<file path="src/rtl/seq_ser_pkg.sv">
// Shared types and helpers for the bit serializer.
// Optional feature macro used by this block: SEQ_SER_LSB_FIRST_EN (LSB-first emission).
package seq_ser_pkg;

   typedef enum logic [0:0] {
      SER_IDLE  = 1'b0,
      SER_SHIFT = 1'b1
   } ser_state_e;

   localparam int unsigned SER_FIFO_DEPTH = 2;

   // Bit counter width for a word of word_w bits; at least one bit.
   function automatic int unsigned ser_cnt_width(input int unsigned word_w);
      return (word_w < 2) ? 1 : $clog2(word_w);
   endfunction

endpackage

</file>
<file path="src/rtl/seq_ser_fifo.sv">
// Two-entry synchronous FIFO buffering parallel words ahead of the shifter.
module seq_ser_fifo
   import seq_ser_pkg::*;
#(
   parameter int unsigned WIDTH = 8
) (
   input  logic             clk_i,
   input  logic             rst_ni,
   input  logic             push,
   input  logic             pop,
   input  logic [WIDTH-1:0] wdata,
   output logic [WIDTH-1:0] rdata,
   output logic             full,
   output logic             empty
);

   localparam int unsigned PTR_W = $clog2(SER_FIFO_DEPTH);
   localparam int unsigned CNT_W = $clog2(SER_FIFO_DEPTH + 1);

   logic [WIDTH-1:0] mem [SER_FIFO_DEPTH];
   logic [PTR_W-1:0] wr_ptr;
   logic [PTR_W-1:0] rd_ptr;
   logic [CNT_W-1:0] count;

   // Pointer and occupancy tracking; a simultaneous push and pop leaves count unchanged.
   always_ff @(posedge clk_i) begin
      if (!rst_ni) begin
         wr_ptr <= '0;
         rd_ptr <= '0;
         count  <= '0;
      end else begin
         if (push) wr_ptr <= wr_ptr + PTR_W'(1);
         if (pop)  rd_ptr <= rd_ptr + PTR_W'(1);
         case ({push, pop})
            2'b10:   count <= count + CNT_W'(1);
            2'b01:   count <= count - CNT_W'(1);
            default: count <= count;
         endcase
      end
   end

   // Storage array; contents are don't-care while empty so no reset is needed.
   always_ff @(posedge clk_i) begin
      if (push) mem[wr_ptr] <= wdata;
   end

   assign rdata = mem[rd_ptr];
   assign full  = (count == CNT_W'(SER_FIFO_DEPTH));
   assign empty = (count == '0);

endmodule

</file>
<file path="src/rtl/seq_bit_serializer.sv">
// Parallel-to-serial front end for the bit-stream sequence detectors.
// Words are buffered in a 2-entry FIFO and shifted out one bit per clock,
// back-to-back with no idle cycle between consecutive words.
// Optional feature macro: SEQ_SER_LSB_FIRST_EN (defined: LSB first; undefined: MSB first).
module seq_bit_serializer
   import seq_ser_pkg::*;
#(
   parameter int unsigned WORD_W = 8
) (
   input  logic              clk_i,
   input  logic              rst_ni,
   input  logic [WORD_W-1:0] data_i,
   input  logic              valid_i,
   output logic              ready_o,
   output logic              bit_o,
   output logic              bit_vld_o,
   output logic              word_done_o,
   output logic              busy_o
);

   localparam int unsigned       CNT_W    = ser_cnt_width(WORD_W);
   localparam logic [CNT_W-1:0]  CNT_LAST = CNT_W'(WORD_W - 1);

   ser_state_e        state_q, state_d;
   logic [WORD_W-1:0] sh_q, sh_d;
   logic [CNT_W-1:0]  cnt_q, cnt_d;
   logic              rdy_en_q;

   logic              fifo_push;
   logic              fifo_pop;
   logic              fifo_full;
   logic              fifo_empty;
   logic [WORD_W-1:0] fifo_rdata;

   assign fifo_push = valid_i && ready_o;

   seq_ser_fifo #(
      .WIDTH (WORD_W)
   ) u_fifo (
      .clk_i  (clk_i),
      .rst_ni (rst_ni),
      .push   (fifo_push),
      .pop    (fifo_pop),
      .wdata  (data_i),
      .rdata  (fifo_rdata),
      .full   (fifo_full),
      .empty  (fifo_empty)
   );

   // Shifter state, word register, bit counter and post-reset ready enable.
   always_ff @(posedge clk_i) begin
      if (!rst_ni) begin
         state_q  <= SER_IDLE;
         sh_q     <= '0;
         cnt_q    <= '0;
         rdy_en_q <= 1'b0;
      end else begin
         state_q  <= state_d;
         sh_q     <= sh_d;
         cnt_q    <= cnt_d;
         rdy_en_q <= 1'b1;
      end
   end

   // Next-state logic: load from the FIFO when idle or on the last bit, else shift.
   always_comb begin
      state_d  = state_q;
      sh_d     = sh_q;
      cnt_d    = cnt_q;
      fifo_pop = 1'b0;
      case (state_q)
         SER_IDLE: begin
            if (!fifo_empty) begin
               fifo_pop = 1'b1;
               sh_d     = fifo_rdata;
               cnt_d    = '0;
               state_d  = SER_SHIFT;
            end
         end
         SER_SHIFT: begin
            if (cnt_q == CNT_LAST) begin
               cnt_d = '0;
               if (!fifo_empty) begin
                  fifo_pop = 1'b1;
                  sh_d     = fifo_rdata;
               end else begin
                  state_d = SER_IDLE;
               end
            end else begin
               cnt_d = cnt_q + CNT_W'(1);
`ifdef SEQ_SER_LSB_FIRST_EN
               sh_d  = {1'b0, sh_q[WORD_W-1:1]};
`else
               sh_d  = {sh_q[WORD_W-2:0], 1'b0};
`endif
            end
         end
         default: state_d = SER_IDLE;
      endcase
   end

   // Output decode from registered state only; the idle line is forced low.
   assign bit_vld_o   = (state_q == SER_SHIFT);
`ifdef SEQ_SER_LSB_FIRST_EN
   assign bit_o       = bit_vld_o && sh_q[0];
`else
   assign bit_o       = bit_vld_o && sh_q[WORD_W-1];
`endif
   assign word_done_o = bit_vld_o && (cnt_q == CNT_LAST);
   assign busy_o      = bit_vld_o || !fifo_empty;
   assign ready_o     = rdy_en_q && !fifo_full;

endmodule

</file>
<file path="config.mk">
export PLATFORM = sky130hd
export DESIGN_NAME = seq_bit_serializer
export DESIGN_NICKNAME = d
export VERILOG_FILES = /design/src/rtl/seq_ser_pkg.sv /design/src/rtl/seq_ser_fifo.sv /design/src/rtl/seq_bit_serializer.sv
export SDC_FILE = /design/constraint.sdc
export NUM_CORES = 1
export LEC_CHECK = 0
export CAP_MARGIN = 5
export CORE_UTILIZATION = 50
export CTS_BUF_LIST = sky130_fd_sc_hd__clkbuf_4
export CTS_CLUSTER_DIAMETER = 80
export DETAILED_ROUTE_END_ITERATION = 12
export GPL_TIMING_DRIVEN = 0
export PLACE_DENSITY = 0.77
export SETUP_SLACK_MARGIN = 0.5
export SLEW_MARGIN = 40
export SYNTH_ARGS = -nofsm -noshare
export SYNTH_HDL_FRONTEND = slang
export SYNTH_SLANG_ARGS = --single-unit
</file>
<file path="constraint.sdc">
create_clock -name clk_i -period 5.9 [get_ports clk_i]
set_clock_uncertainty 0.1 [all_clocks]
set_input_delay 1.18 -clock clk_i [delete_from_list [all_inputs] [get_ports clk_i]]
set_output_delay 1.18 -clock clk_i [all_outputs]
set_load 0.01 [all_outputs]
</file>
Word-level counts from Yosys, hierarchy flattened
Memory sizes are Yosys's and may differ from the RTL's. A register that Yosys moved wholly into a read port is not among the register bits. Index checks and enable logic that the tools add are counted.

Logic and storage cells: 45. Memories: 1. Input port bits: 11. Output and inout port bits: 5. Register bits after elaboration: 17. RAM bits: 16.

Memory list: u_fifo.mem (words 2, bits a word 8, read ports 1, clocked after Yosys merged registers in 1, write ports 1, line seq_ser_fifo.sv:20) `logic [WIDTH-1:0] mem [SER_FIFO_DEPTH];`.

Multiplexer cells: 17. Add/subtract/negate cells: 5. Equal/unequal tests: 5. Bitwise logic cells: 1. Reduce and logical (&&, ||, !) cells: 9.

Operators by type and width (count): two-way mux 8 bit (2); case mux 8 bit (2 select lines) (1); two-way mux 1 bit (8); two-way mux 3 bit (2); case mux 3 bit (2 select lines) (1); equality test 2 bit, second input constant (2); logical AND 1 bit (4); case mux 1 bit (2 select lines) (2); case mux 2 bit (2 select lines) (1); adder 3 x 1 -> 3 bit, second input constant (1); equality test 3 bit, second input constant (1); adder 1 bit, second input constant (2); adder 2 x 1 -> 2 bit, second input constant (1); equality test 2 x 1 -> 1 bit, second input constant (1); logical NOT 1 bit (2); logical NOT 2 bit (1); != test 2 bit, second input constant (1); nonzero test 2 bit (1); subtractor 2 x 1 -> 2 bit, second input constant (1); logical OR 1 bit (1); NOT 1 bit (1).

Logic depth before layout (Yosys ltp)
Depth in word-level cells: 6. Depth in mapped cells: 9. Depth with buffers taken out: 8.

By module
Synthesis repeated with hierarchy kept, for this count alone.

Cells, all modules: 110. Area total of the unflattened synthesis: 1435.1 um^2.

By module, submodules not included: seq_ser_fifo (area an instance 792.0 um^2, instances 1, sequential area each 580.6 um^2, cells each 47); seq_bit_serializer (area an instance 643.1 um^2, instances 1, sequential area each 260.2 um^2, cells each 63).

Least setup slack after synthesis
No wires, ideal clock.

Path kind: input to register. From: in valid_i. To: reg u_fifo.count[1]. Data required time: 5.730 ns. Library setup time: 0.070 ns. Cell stages on the path: 4. Path slack: 3.579 ns. Path buffers: 0. Data arrival time: 2.151 ns. Cells stage by stage: o211ai_1 > ha_1 > or3_1 > a21oi_1.

Cells in the longest elaborated chain, start to end: 3. Elaborated cells on any way between the ends: 5. Classes of those cells: eq/ne (2); mux (1); reduce/logical (2).

RTL lines: from (decl) (line seq_bit_serializer.sv:13) `input logic valid_i,`; logical AND 1 bit (*) (line seq_bit_serializer.sv:35) `assign fifo_push = valid_i && ready_o;`; equality test 2 x 1 -> 1 bit or equality test 2 bit (tied branches) (line seq_ser_fifo.sv:34) `case ({push, pop})`; case mux 2 bit (2 select lines) or nonzero test 2 bit (tied branches); to (signal assigned) (line seq_ser_fifo.sv:35) `2'b10: count <= count + CNT_W'(1);`; to (signal assigned) (line seq_ser_fifo.sv:36) `2'b01: count <= count - CNT_W'(1);`; to (signal assigned) (line seq_ser_fifo.sv:37) `default: count <= count;`; to (decl) (line seq_ser_fifo.sv:23) `logic [CNT_W-1:0] count;`.

Mark *: on every way between the ends. The rest lies on a longest branch, timed or not. A chain may end at the register's enable or synchronous reset.

Final worst setup path
From: reg cnt_q[0]. To: out word_done_o.

Cells in the longest elaborated chain, start to end: 2.

RTL lines: from (decl) (line seq_bit_serializer.sv:26) `logic [CNT_W-1:0] cnt_q, cnt_d;`; from (signal assigned) (line seq_bit_serializer.sv:60) `cnt_q <= cnt_d;`; equality test 3 bit (line seq_bit_serializer.sv:109) `assign word_done_o = bit_vld_o && (cnt_q == CNT_LAST);`; logical AND 1 bit (line seq_bit_serializer.sv:109); to (decl) (line seq_bit_serializer.sv:17) `output logic word_done_o,`.

No other way between the ends.

==> flow_metrics.tcl <==
set metrics [dict create \
    outcome "complete, no violations" \
    synth_seq_area_share_pct 60.98 \
    dpl_cell_area_um2 1567 \
    cts_resized 0 \
    fmax_mhz 327.5 \
    crit_chain "ha_1 -> ha_1 -> and2_2 -> clkdlybuf4s50_1" \
    rsz0062_at_grt "no" \
    synth_cells 121 \
    grt_pass1_wl_mm 3.608 \
    multi_input_area_um2 483.0 \
    final_nets 157 \
    grt_pass1_vias 829 \
    postLayoutCoreUtil_pct 63.67 \
    detail_route.wl_per_cell_um 13.32 \
    rows 18 \
    tritoncts "yes" \
    cp_top_family "buffers and inverters" \
    async_flop_share_pct 0 \
    timing.setup.tns_ns 0 \
    yosysWarnings 0 \
    finalCritPeriodShare_pct 51.76 \
    endpoint_kind "primary output" \
    maxCapViolCount 0 \
    synth_edf_count 16 \
    diodes 0 \
    cts.htree.levels 2 \
    grt.total_usage_pct 18.89 \
    globalplace.congestion 0.7149 \
    top_layer_used "met4" \
    io_pins 16 \
    startpoint_type "flop" \
    drt_first_pass_iters 4 \
    postRouteAntennaNets 0 \
    die_area_um2 2972 \
    hp-class "flop to flop" \
    postCtsSetupBuffers 0 \
    drt_wl_total_mm 2.318 \
    power_density_nw_per_um2 457.4 \
    ir_drop_uv 334.9 \
    viasPerCell 5.408 \
    postCtsHoldBufs 0 \
    cts_root_buf "clkbuf_4" \
    worstMarginPinSlew_ns 0.7167 \
    syn_to_final_growth_pct 17.51 \
    port_buffers 15 \
    fillers 218 \
    wl_met2_mm 1.164 \
    crit_required_ns 4.62 \
    yosys_most_used_dff "dfxtp_1" \
    drtIter0Drc 12 \
    initial_core_util_pct 54.18 \
    m1WireLength_mm 1.016 \
    final_layout_size_suffix_gt1_share_pct 11.11 \
    maxSlewHeadroom_pct 52.04 \
    synth.distinct_cells 28 \
    synth_nets 135 \
    fin_area_um2 1620 \
    min_period_ns 3.054 \
    antenna_found_initial 0 \
    syn-mean-instance-area_um2 11.40 \
    crit_fanout 3 \
    die_h_um 54.52 \
    crit_top_cell "ha_1" \
    final_hold_viol_count 0 \
    max-clock-path-buffers 2 \
    dpl.hpwl_mm 1.585 \
    worstPathArrival_ns 1.77 \
    clkLatencyLatePin_ns 0.34 \
    max_stage_delay_ns 0.52 \
    numCtsBuffers 5 \
    regArea_um2 840.8 \
    p_leak_nw 0.5889 \
    cp_slowest_cell "clkdlybuf4s50_1" \
    drc 0 \
    layout_common_cells "18 x dfxtp_1, 16 x edfxtp_1, 15 x clkdlybuf4s50_1" \
    overflow 0 \
    vias 941 \
    critPathKind "flop to primary output" \
    syn_area_um2 1379 \
    final-setup-viol-count 0 \
    final_common_cell "dfxtp_1" \
    die_x_um 54.52 \
    path_clk_slew_ns 0.10 \
    synth_seq_cells 34 \
    dr_wl_met3_um 101 \
    grt_max_degree 11 \
    clock_sinks 34 \
    critPathBufInv 1 \
    slew_violations 0 \
    core_area_um2 2545 \
]
power breakdown:
group          internal [mW]  switching, mW  total (mW)
clock network         0.0493         0.0787       0.128
logic                  0.128          0.145       0.272
registers              0.304         0.0367       0.341
total                  0.481          0.260       0.741
registers in the layout, summed over array words and instances, names as in the netlist, named ones only:
name,cells
rdy_en_q,1
u_fifo.wr_ptr,1
u_fifo.rd_ptr,1
u_fifo.mem,16
u_fifo.count,2
cnt_q,3
sh_q,8
bit_vld_o,1
Yosys cell counts (3+ instances only):
| master | number | share of area, % |
|---|---|---|
| o31ai_1 | 7 | 3.8 |
| a21oi_1 | 6 | 2.2 |
| inv_1 | 4 | 1.1 |
| nand3_1 | 7 | 2.5 |
| edfxtp_1 | 16 | 35 |
| nor2_1 | 14 | 3.8 |
| or3_1 | 3 | 1.4 |
| a211oi_1 | 8 | 4.4 |
| dfxtp_1 | 18 | 26 |
| nor2b_1 | 7 | 3.2 |
| nand2_1 | 5 | 1.4 |
| ha_1 | 3 | 2.7 |
worst register-to-register path: stages (launching register included):
cell and delay [ns]:
dfxtp_1 0.34, ha_1 0.20, ha_1 0.23, nor2b_4 0.12
buf_6 0.13, nor2_1 0.05, ha_1 0.30, or3_1 0.39
a21oi_1 0.15
area by class of cell:
cell class,count,area share [%]
well taps,30,2.317
repair buffers,15,9.266
plain buffers,6,2.471
flip-flops and latches,34,51.89
clock inverters,2,0.5405
clock buffers,6,2.780
inverters,4,0.9266
multi-input cells,77,29.81
through the flow:
stage	hold WS, ns	cells	worst slack (ns)	power, mW
CTS	0.3791	174	2.824	0.7448
global placement	0.3533	166	3.024	0.6062
finish	0.3707	174	2.846	0.7412
global route	0.3994	174	2.749	0.7909
detailed placement	0.3623	166	2.965	0.6180
floorplan	0.3462	121	3.579	0.5392
layer usage:
layer | track usage [%] | vias to the layer above
li1 | - | 475
met1 | 20.71 | 443
met2 | 31.30 | 19
met3 | 8.611 | 4
met4 | 8.120 | 0
met5 | 0 | -
kinds of logic after synthesis:
family	after synthesis	synth area share (%)
fa+ha+maj	3	2.723
simple gates	44	16.88
compound gates	26	12.70
xor+xnor	2	1.271
flops	34	60.98
mux	2	1.452
buf+inv	10	3.992
final timing paths:
| kind | start | end | slack (ns) | cells after the start |
|---|---|---|---|---|
| setup / recovery | cnt_q[0]$_SDFFE_PN0P_ | word_done_o | 2.85 | 4 |
| hold / removal | sh_q[0]$_SDFF_PN0_ | sh_q[1]$_SDFF_PN0_ | 0.37 | 2 |
| setup reg to reg | cnt_q[0]$_SDFFE_PN0P_ | u_fifo.count[1]$_SDFFE_PN0P_ | 3.82 | 8 |
| hold reg to reg | sh_q[0]$_SDFF_PN0_ | sh_q[1]$_SDFF_PN0_ | 0.37 | 2 |
No activity file was read; power rests on OpenSTA's default activity.
